**src/rtl/switch_debouncer.sv**
```systemverilog
// switch_debouncer: per-channel two-flop synchronizer followed by a
// saturating persistence counter. A channel's debounced level only moves
// after its synchronized input has differed from it for DEBOUNCE_CYCLES
// consecutive enabled cycles. Each accepted edge produces a registered
// one-cycle rise or fall pulse, and a combined change flag.
module switch_debouncer #(
  parameter int unsigned WIDTH           = 32'd8,
  parameter int unsigned DEBOUNCE_CYCLES = 32'd10_000,
  parameter int unsigned CNT_W           = 32'd24
) (
  input  logic             clk,
  input  logic             rst,
  input  logic             ena,
  input  logic [WIDTH-1:0] sw_in,
  output logic [WIDTH-1:0] sw_stable,
  output logic [WIDTH-1:0] sw_rise,
  output logic [WIDTH-1:0] sw_fall,
  output logic             changed
);

  // Terminal count: reaching it while still differing means acceptance.
  localparam logic [CNT_W-1:0] LP_TERM = CNT_W'(DEBOUNCE_CYCLES - 32'd1);
  localparam logic [CNT_W-1:0] LP_ONE  = CNT_W'(32'd1);

  logic [WIDTH-1:0]            r_s1;
  logic [WIDTH-1:0]            r_s2;
  logic [WIDTH-1:0]            r_stable;
  logic [WIDTH-1:0]            r_rise;
  logic [WIDTH-1:0]            r_fall;
  logic                        r_changed;
  logic [WIDTH-1:0][CNT_W-1:0] r_cnt;

  logic [WIDTH-1:0][CNT_W-1:0] w_cnt_nxt;
  logic [WIDTH-1:0]            w_stable_nxt;
  logic [WIDTH-1:0]            w_rise_nxt;
  logic [WIDTH-1:0]            w_fall_nxt;
  logic                        w_changed_nxt;

  // Synchronizer: keeps sampling whenever out of reset, independent of ena.
  always_ff @(posedge clk) begin
    if (rst) begin
      r_s1 <= '0;
      r_s2 <= '0;
    end else begin
      r_s1 <= sw_in;
      r_s2 <= r_s1;
    end
  end

  // Per-channel persistence counting and acceptance decision.
  always_comb begin
    w_cnt_nxt    = r_cnt;
    w_stable_nxt = r_stable;
    w_rise_nxt   = '0;
    w_fall_nxt   = '0;
    for (int i = 0; i < int'(WIDTH); i++) begin
      if (!ena) begin
        // Disabled: partial counts are discarded so counting restarts at 0.
        w_cnt_nxt[i] = '0;
      end else if (r_s2[i] == r_stable[i]) begin
        // Agreement (including chatter back to the stable level) restarts.
        w_cnt_nxt[i] = '0;
      end else if (r_cnt[i] == LP_TERM) begin
        // Held long enough: adopt the new level and flag the direction.
        w_cnt_nxt[i]    = '0;
        w_stable_nxt[i] = r_s2[i];
        w_rise_nxt[i]   = r_s2[i];
        w_fall_nxt[i]   = ~r_s2[i];
      end else begin
        w_cnt_nxt[i] = r_cnt[i] + LP_ONE;
      end
    end
    w_changed_nxt = |(w_rise_nxt | w_fall_nxt);
  end

  // Counter, debounced level and pulse registers; reset wins over acceptance.
  always_ff @(posedge clk) begin
    if (rst) begin
      r_cnt     <= '0;
      r_stable  <= '0;
      r_rise    <= '0;
      r_fall    <= '0;
      r_changed <= 1'b0;
    end else begin
      r_cnt     <= w_cnt_nxt;
      r_stable  <= w_stable_nxt;
      r_rise    <= w_rise_nxt;
      r_fall    <= w_fall_nxt;
      r_changed <= w_changed_nxt;
    end
  end

  assign sw_stable = r_stable;
  assign sw_rise   = r_rise;
  assign sw_fall   = r_fall;
  assign changed   = r_changed;

endmodule

```
**config.mk**
```make
export PLATFORM = sky130hd
export DESIGN_NAME = switch_debouncer
export DESIGN_NICKNAME = d
export VERILOG_FILES = /design/src/rtl/switch_debouncer.sv
export SDC_FILE = /design/constraint.sdc
export NUM_CORES = 1
export LEC_CHECK = 0
export CAP_MARGIN = 10
export CELL_PAD_IN_SITES_DETAIL_PLACEMENT = 0
export CELL_PAD_IN_SITES_GLOBAL_PLACEMENT = 2
export CORE_ASPECT_RATIO = 0.6
export CORE_MARGIN = 1.5
export CORE_UTILIZATION = 38
export DETAILED_ROUTE_END_ITERATION = 10
export GPL_ROUTABILITY_DRIVEN = 1
export PLACE_DENSITY = 0.76
export SYNTH_ARGS = -nofsm -noshare
export SYNTH_HDL_FRONTEND = slang
export SYNTH_SLANG_ARGS = --single-unit
```
**constraint.sdc**
```tcl
create_clock -name clk -period 2.74 [get_ports clk]
set_clock_uncertainty 0.2 [all_clocks]
set_input_delay 0.822 -clock clk [delete_from_list [all_inputs] [get_ports clk]]
set_output_delay 0.822 -clock clk [all_outputs]
set_load 0.1 [all_outputs]
```
* Word level (Yosys, flattened, before mapping)
Index checks and enable logic that the tools add are counted.
Operators by class: $mul 0, div/mod/pow operators 0, $lt $le $gt $ge 0, $add $sub $neg 8, bitwise operators 18, equal/unequal tests 16, multiplexer cells 48, reductions and logical operators 17, shift operators 0
Operator list (number):
- $add A24 B1 Y24 const B | 8
- $eq A24 B14 Y1 const B | 8
- $mux W1 | 48
- $reduce_or A4 Y1 | 8
- $reduce_and A3 Y1 | 8
- $not A1 Y1 | 17
- $eq A1 B1 Y1 | 8
- $or A8 B8 Y8 | 1
- $reduce_or A8 Y1 | 1
Word-level totals: register bits 233, memory bits (read-only) 0, logic and storage cells 128, output and inout bits 25, memories kept 0, bits in latches 0, bits in writable memories 0

* Depth between registers and ports, before layout
Gate-level depths: netlist (run 1).
depth after elaboration 6, gate-level depth with buffers 9, depth with buffers taken out 6

* Worst setup path after synthesis (run 1)
No wires, ideal clock.
path kind input -> register, start input ena, end register r_cnt[148] (netlist bit), path slack 153 ps, data required time 2475 ps, cell stages on the path 7, data arrival time 2322 ps, path through clkbuf_1 -> nor2b_1 -> clkbuf_1 -> or3b_2 -> clkbuf_1 -> clkbuf_1 -> nor2_1
On the way: cells in the longest elaborated chain, start to end 2
Ends and longest elaborated chain:
- from (decl) | line 13 | input logic ena,
- $not A1 Y1 (no line)
- $reduce_or A4 Y1 (no line)
- to (signal assigned) | line 85 | r_cnt <= w_cnt_nxt;
- to (decl) | line 31 | logic [WIDTH-1:0][CNT_W-1:0] r_cnt;
Every way passes these cells. A chain may end at the register's enable or synchronous reset.

* Worst setup path after layout (run 1)
start register r_cnt[132] (netlist bit), end register r_changed (netlist: changed)
On the way: cells in the longest elaborated chain, start to end 6, elaborated cells between the ends (all ways) 9, those cells by class eq/ne: 1; mux: 6; bitwise: 1; reduce/logical: 1
Ends and longest elaborated chain:
- $eq A24 B14 Y1 (*) | line 63 | end else if (r_cnt[i] == LP_TERM) begin
- $mux W1 | line 63
- $mux W1 | line 60 | end else if (r_s2[i] == r_stable[i]) begin
- $mux W1 | line 57 | if (!ena) begin
- $or A8 B8 Y8 (*) | line 73 | w_changed_nxt = |(w_rise_nxt | w_fall_nxt);
- $reduce_or A8 Y1 (*) | line 73
- to (signal assigned) | line 89 | r_changed <= w_changed_nxt;
- to (decl) | line 30 | logic r_changed;
Every way passes the cells marked *; elsewhere a longest branch is shown, timed or not.

==> flow_metrics.tcl, run 1 <==
set metrics [dict create \
    root_buffer "clkbuf_16" \
    final-hold-violation-count 0 \
    critPathCaptureType "flop" \
    die_w_um 210 \
    final_common_cell "dfxtp_1" \
    grt_max_degree 41 \
    pwr-share-comb_pct 1.1 \
    cp.required_ns 3.00 \
    synth_nets 1119 \
    rsz0062_at_grt "false" \
    die_h_um 127 \
    reg2reg_depth 5 \
    vias 7164 \
    initial_core_util_pct 38.7 \
    gp_congestion 0.722 \
    clock.fmax_mhz 394 \
    track_usage_pct 15.4 \
    regToRegEndpoint "changed" \
    grtUsageMet1_pct 25.5 \
    drive_gt1_share_pct 8.57 \
    internal-power_w 0.00550 \
    num-fill-cells 2467 \
    finish.utilization_pct 45.3 \
    setup_violations 0 \
    wl_mm 20.3 \
    h-tree-depth 1 \
    worstSetupPathDepth 5 \
    fin_crit_ns 2.54 \
    layout-area-overhead-vs-synth_pct 17.1 \
    use_met2_pct 19.4 \
    path_buf_inv 0 \
    ctsResizeCount 0 \
    hp-class "reg2reg" \
    r2r_start "r_cnt[132]" \
    power_density_nw_per_um2 606 \
    max_cap_viol_count 0 \
    r2r_slack_ns 0.20 \
    crit_start "r_cnt[132]" \
    grt_pass1_vias 6430 \
    grt_pass1_wl_mm 33.9 \
    rows 45 \
    maxSlewHeadroom_pct 58.6 \
    portBuffers 35 \
    start_kind "flop" \
    use_met3_pct 3.02 \
    slew_viol_final 0 \
    criticalPathCategory "reg2reg" \
    cts_setup_buffers 0 \
    endpoint "changed" \
    ant_nets 0 \
    avgViaCountPerCell 4.79 \
    synth-warning-count 0 \
    synth-seq-area-share_pct 47.8 \
    grt.overflow.total 0 \
    clockBufferDepth 3 \
    ir_worst_vdd_v 0.000333 \
    synth_cell_types 43 \
    arrival_ns 2.80 \
    layout_common_cells "dfxtp_1, nor2_1, xor2_1, xnor2_1, nand3_1" \
    worstPathCellList "or4b_1 > or4_4 > nor4_4 > nor4_1 > a21oi_1" \
    cts_tree "yes" \
    dieArea_um2 26700 \
    worst_slew_pin_slew_ns 0.617 \
    clk_latency_ns 0.53 \
    syn_inst 1100 \
    io_pins 36 \
    antenna_cells 0 \
    antenna_found_initial 0 \
    slowest_delay_ns 0.57 \
    core_um2 25200 \
    leakagePower_nw 3.76 \
    cts_buffers 24 \
    cp_top_family "simple AND/OR/NAND/NOR gates" \
    fin_nets 1170 \
    switching_share_pct 20.6 \
    first_pass_iters 4 \
    ctsHoldBuffers 0 \
    hp-start "r_s1[2]" \
    ys_ff_latch 233 \
    crit_path_max_fanout 5 \
    post-route-period-util_pct 92.7 \
    clk_pin_slew_ns 0.07 \
    synth_top_area_share_pct 47.8 \
    syn_area_per_cell_um2 8.87 \
    clkSinkCount 233 \
    fin_setup_tns_ns 0 \
    post-dp-hpwl_mm 13.8 \
    p_sw_w 0.00142 \
    drc 0 \
    drt_iter0_drc 447 \
    status "completed" \
    ys_top_cells_by_area "dfxtp_1, nor2_1, xor2_1, xnor2_1, nand3_1" \
    clkPwrFrac_pct 49.6 \
    power_frac_seq_pct 49.3 \
    detail_route.wl_per_cell_um 13.6 \
    synth_area_um2 9760 \
    busiest_layer "met1" \
    critPathSlowestCell "or4b_1" \
    yosysTopAreaCell "dfxtp_1" \
]
power groups by stage:
stage                     Sequential [W]  Combinational, W  Clock [W]
after global routing             0.00341         0.0000845    0.00368
after CTS                        0.00341         0.0000779    0.00354
final                            0.00341         0.0000754    0.00343
after floorplan                  0.00348         0.0000392          0
after global placement           0.00348         0.0000781          0
after detailed placement         0.00348         0.0000776          0
cell usage after synthesis:
cell and instances:
a21oi_1 6, o31ai_1 1, buf_1 1, or4_4 1, nor4_1 34, and3b_2 1, and4_1 15, o311ai_1 1
nor4b_1 10, ha_1 8, o211ai_2 1, nor4_4 1, xor2_1 91, inv_1 30, and3_2 1, and3b_1 5
dfxtp_1 233, xnor2_1 88, or2_1 1, mux2i_1 8, o21bai_1 1, nor3b_1 8, nor3_1 35, nand2b_1 2
nand4_1 44, a21o_1 1, or4_1 8, o211ai_1 1, or3_1 9, nor2b_1 18, and3_1 29, buf_4 2
or4b_1 2, nor2_1 231, or3b_2 3, nand3_1 69, or2_2 1, and2_1 4, nand2_1 57, buf_2 7
nand4b_1 1, o21ai_0 4, clkbuf_1 26
cell type report:
cell class                 instances  area [um^2]  share of cell area, %
clock buffer                      36          747                   6.54
clock inverter                     6         82.6                  0.723
inverter                          30          113                  0.986
multi-input combinational        801         4830                   42.3
sequential                       233         4660                   40.8
tap                              329          412                   3.60
timing repair buffer              61          571                   4.99
sequential cells by signal, indices dropped and copies added (netlist names):
register and flops:
r_cnt 192, r_s1 8, r_s2 8, sw_fall 8
sw_rise 8, sw_stable 8, changed 1
per-layer routing:
layer / up-vias / routed length, um
li1: 3827 / -
met1: 3247 / 12000
met2: 63 / 7290
met3: 27 / 617
met4: 0 / 395
met5: - / 0
logic make-up after synthesis:
family	count (synthesis)	share of synthesized area, %
xor gates and xnor gates	179	16.1
adders and majority gates	8	1.03
and+or+nand+nor	590	30.5
muxes	8	0.821
AOI/OAI and AO/OA	16	1.04
buffers and inverters	66	2.71
DFF	233	47.8
per-stage QoR:
| stage | instance area, um^2 | hold WS (ns) | power, W | std cells | setup WS, ns |
|---|---|---|---|---|---|
| after floorplan | 9760 | 0.213 | 0.00352 | 1100 | 0.153 |
| after global placement | 10600 | 0.218 | 0.00356 | 1454 | -0.0427 |
| after detailed placement | 10600 | 0.226 | 0.00356 | 1454 | -0.0324 |
| after CTS | 11400 | 0.241 | 0.00702 | 1496 | 0.168 |
| after global routing | 11400 | 0.262 | 0.00717 | 1496 | 0.0973 |
| final | 11400 | 0.234 | 0.00692 | 1496 | 0.199 |
worst min-delay path by stage:
stage / end / slack, ns / cells past startpoint
2_1_floorplan: r_cnt[168] / 0.21 / 1
3_3_place_gp: r_s2[7] / 0.22 / 1
3_5_place_dp: r_s2[7] / 0.23 / 1
4_1_cts: r_s2[7] / 0.24 / 1
5_1_grt: r_s2[4] / 0.26 / 1
6_report: r_s2[2] / 0.23 / 1
Note: power is estimated with default switching activity, not from simulation.
==> inputs of run 2 (changes only) <==
- clock period: 2.74 -> 2.8 ns (I/O delays scaled with it)
==> run 2 against run 1 <==
Sequential power shrank 2%; worst setup slack better by 0.042 ns; cell count is 0.13% lower; die area unchanged; maximum frequency is 0.69% lower; first-iteration DRC count is 33% lower; largest cell class unchanged; largest power group is now registers.
==> flow_metrics.tcl, run 2 (same netlist as run 1, synthesis figures left out) <==
set metrics [dict create \
    status "completed" \
    start_kind "flop" \
    root_buffer "clkbuf_16" \
    num-fill-cells 2509 \
    drive_gt1_share_pct 8.24 \
    power_density_nw_per_um2 577 \
    gp_congestion 0.723 \
    top_register "r_cnt" \
    maxSlewHeadroom_pct 63.2 \
    use_met3_pct 3.32 \
    worst_slew_pin_slew_ns 0.548 \
    core_um2 25200 \
    internal-power_w 0.00519 \
    portBuffers 35 \
    final-hold-violation-count 0 \
    fin_area_um2 11300 \
    hp-class "reg2reg" \
    clkSinkCount 233 \
    placed_area_um2 10600 \
    design_power_total_w 0.00654 \
    dieArea_um2 26700 \
    arrival_ns 2.76 \
    wl_mm 20.3 \
    first_pass_iters 5 \
    largest_reg_flops 192 \
    crit_path_max_fanout 4 \
    busiest_layer "met1" \
    power_frac_seq_pct 51.0 \
    switching_share_pct 20.6 \
    rows 45 \
    cts_tree "yes" \
    max_cap_viol_count 0 \
    layout_common_cells "dfxtp_1, nor2_1, xor2_1, xnor2_1, nand3_1" \
    worstPathCellList "or4_1 > or4_1 > nor3_1 > mux2i_1 > nor2_1" \
    post-dp-hpwl_mm 14.0 \
    grtUsageMet1_pct 25.4 \
    critPathCaptureType "flop" \
    h-tree-depth 1 \
    cts_buffers 24 \
    rsz0062_at_grt "false" \
    pwr-share-comb_pct 1.1 \
    cp.required_ns 3.00 \
    grt_pass1_vias 6448 \
    avgViaCountPerCell 4.79 \
    clock.fmax_mhz 391 \
    die_h_um 127 \
    ctsHoldBuffers 0 \
    grt_max_degree 41 \
    crit_path_frequent_cell "or4_1" \
    fin_setup_tns_ns 0 \
    clockBufferDepth 3 \
    leakagePower_nw 3.71 \
    grt_pass1_wl_mm 34.1 \
    layout-area-overhead-vs-synth_pct 16.2 \
    setup_violations 0 \
    grt.overflow.total 0 \
    die_w_um 210 \
    critPathSlowestCell "or4_1" \
    antenna_found_initial 1 \
    vias 7152 \
    hold_slack_ns 0.235 \
    ant_nets 0 \
    drt_iter0_drc 299 \
    fin_crit_ns 2.56 \
    cts_setup_buffers 0 \
    slowest_delay_ns 0.58 \
    path_buf_inv 0 \
    cp_top_family "simple AND/OR/NAND/NOR gates" \
    track_usage_pct 15.5 \
    initial_core_util_pct 38.7 \
    clk_pin_slew_ns 0.06 \
    io_pins 36 \
    finish.utilization_pct 44.9 \
    clk_latency_ns 0.52 \
    post-route-period-util_pct 91.4 \
    criticalPathCategory "reg2reg" \
    p_sw_w 0.00135 \
    ir_worst_vdd_v 0.000378 \
    slew_viol_final 0 \
    clkPwrFrac_pct 47.9 \
    fin_nets 1170 \
    use_met2_pct 20.0 \
    antenna_cells 0 \
    ctsResizeCount 0 \
    drc 0 \
    detail_route.wl_per_cell_um 13.6 \
    final_common_cell "dfxtp_1" \
]
==> run 2: power by group through the flow <==
stage          clock network [W]  registers (W)   logic, W
6_report                 0.00313        0.00334  0.0000731
5_1_grt                  0.00339        0.00333  0.0000818
4_1_cts                  0.00325        0.00333  0.0000753
3_5_place_dp                   0        0.00341  0.0000750
3_3_place_gp                   0        0.00341  0.0000751
2_1_floorplan                  0        0.00341  0.0000384
==> run 2: metrics by stage <==
stage | worst slack [ns] | std cells
global route | 0.131 | 1494
floorplan | 0.195 | 1100
global placement | -0.0109 | 1454
finish | 0.241 | 1494
CTS | 0.218 | 1494
detailed placement | 0.00252 | 1454
==> run 2: worst paths after layout <==
check                                from           end  slack [ns]  cells after the start
worst max-delay path            r_cnt[20]  sw_stable[0]        0.24                      5
worst min-delay path              r_s1[4]       r_s2[4]        0.23                      1
worst max register to register  r_cnt[20]  sw_stable[0]        0.24                      5
worst min register to register    r_s1[4]       r_s2[4]        0.23                      1
==> run 2: cell type report <==
type	count	area [um^2]	share of cell area [%]
sequential	233	4660	41.1
multi-input combinational	801	4830	42.6
clock buffer	38	754	6.65
timing repair buffer	61	546	4.81
tap	329	412	3.63
clock inverter	2	13.8	0.121
inverter	30	113	0.993
==> run 2: routing by layer <==
metal	vias to the layer above	wire, um	part of all wire, %
li1	3815	-	-
met1	3238	11900	58
met2	71	7460	37
met3	28	667	3.3
met4	0	318	1.6
met5	-	0	0
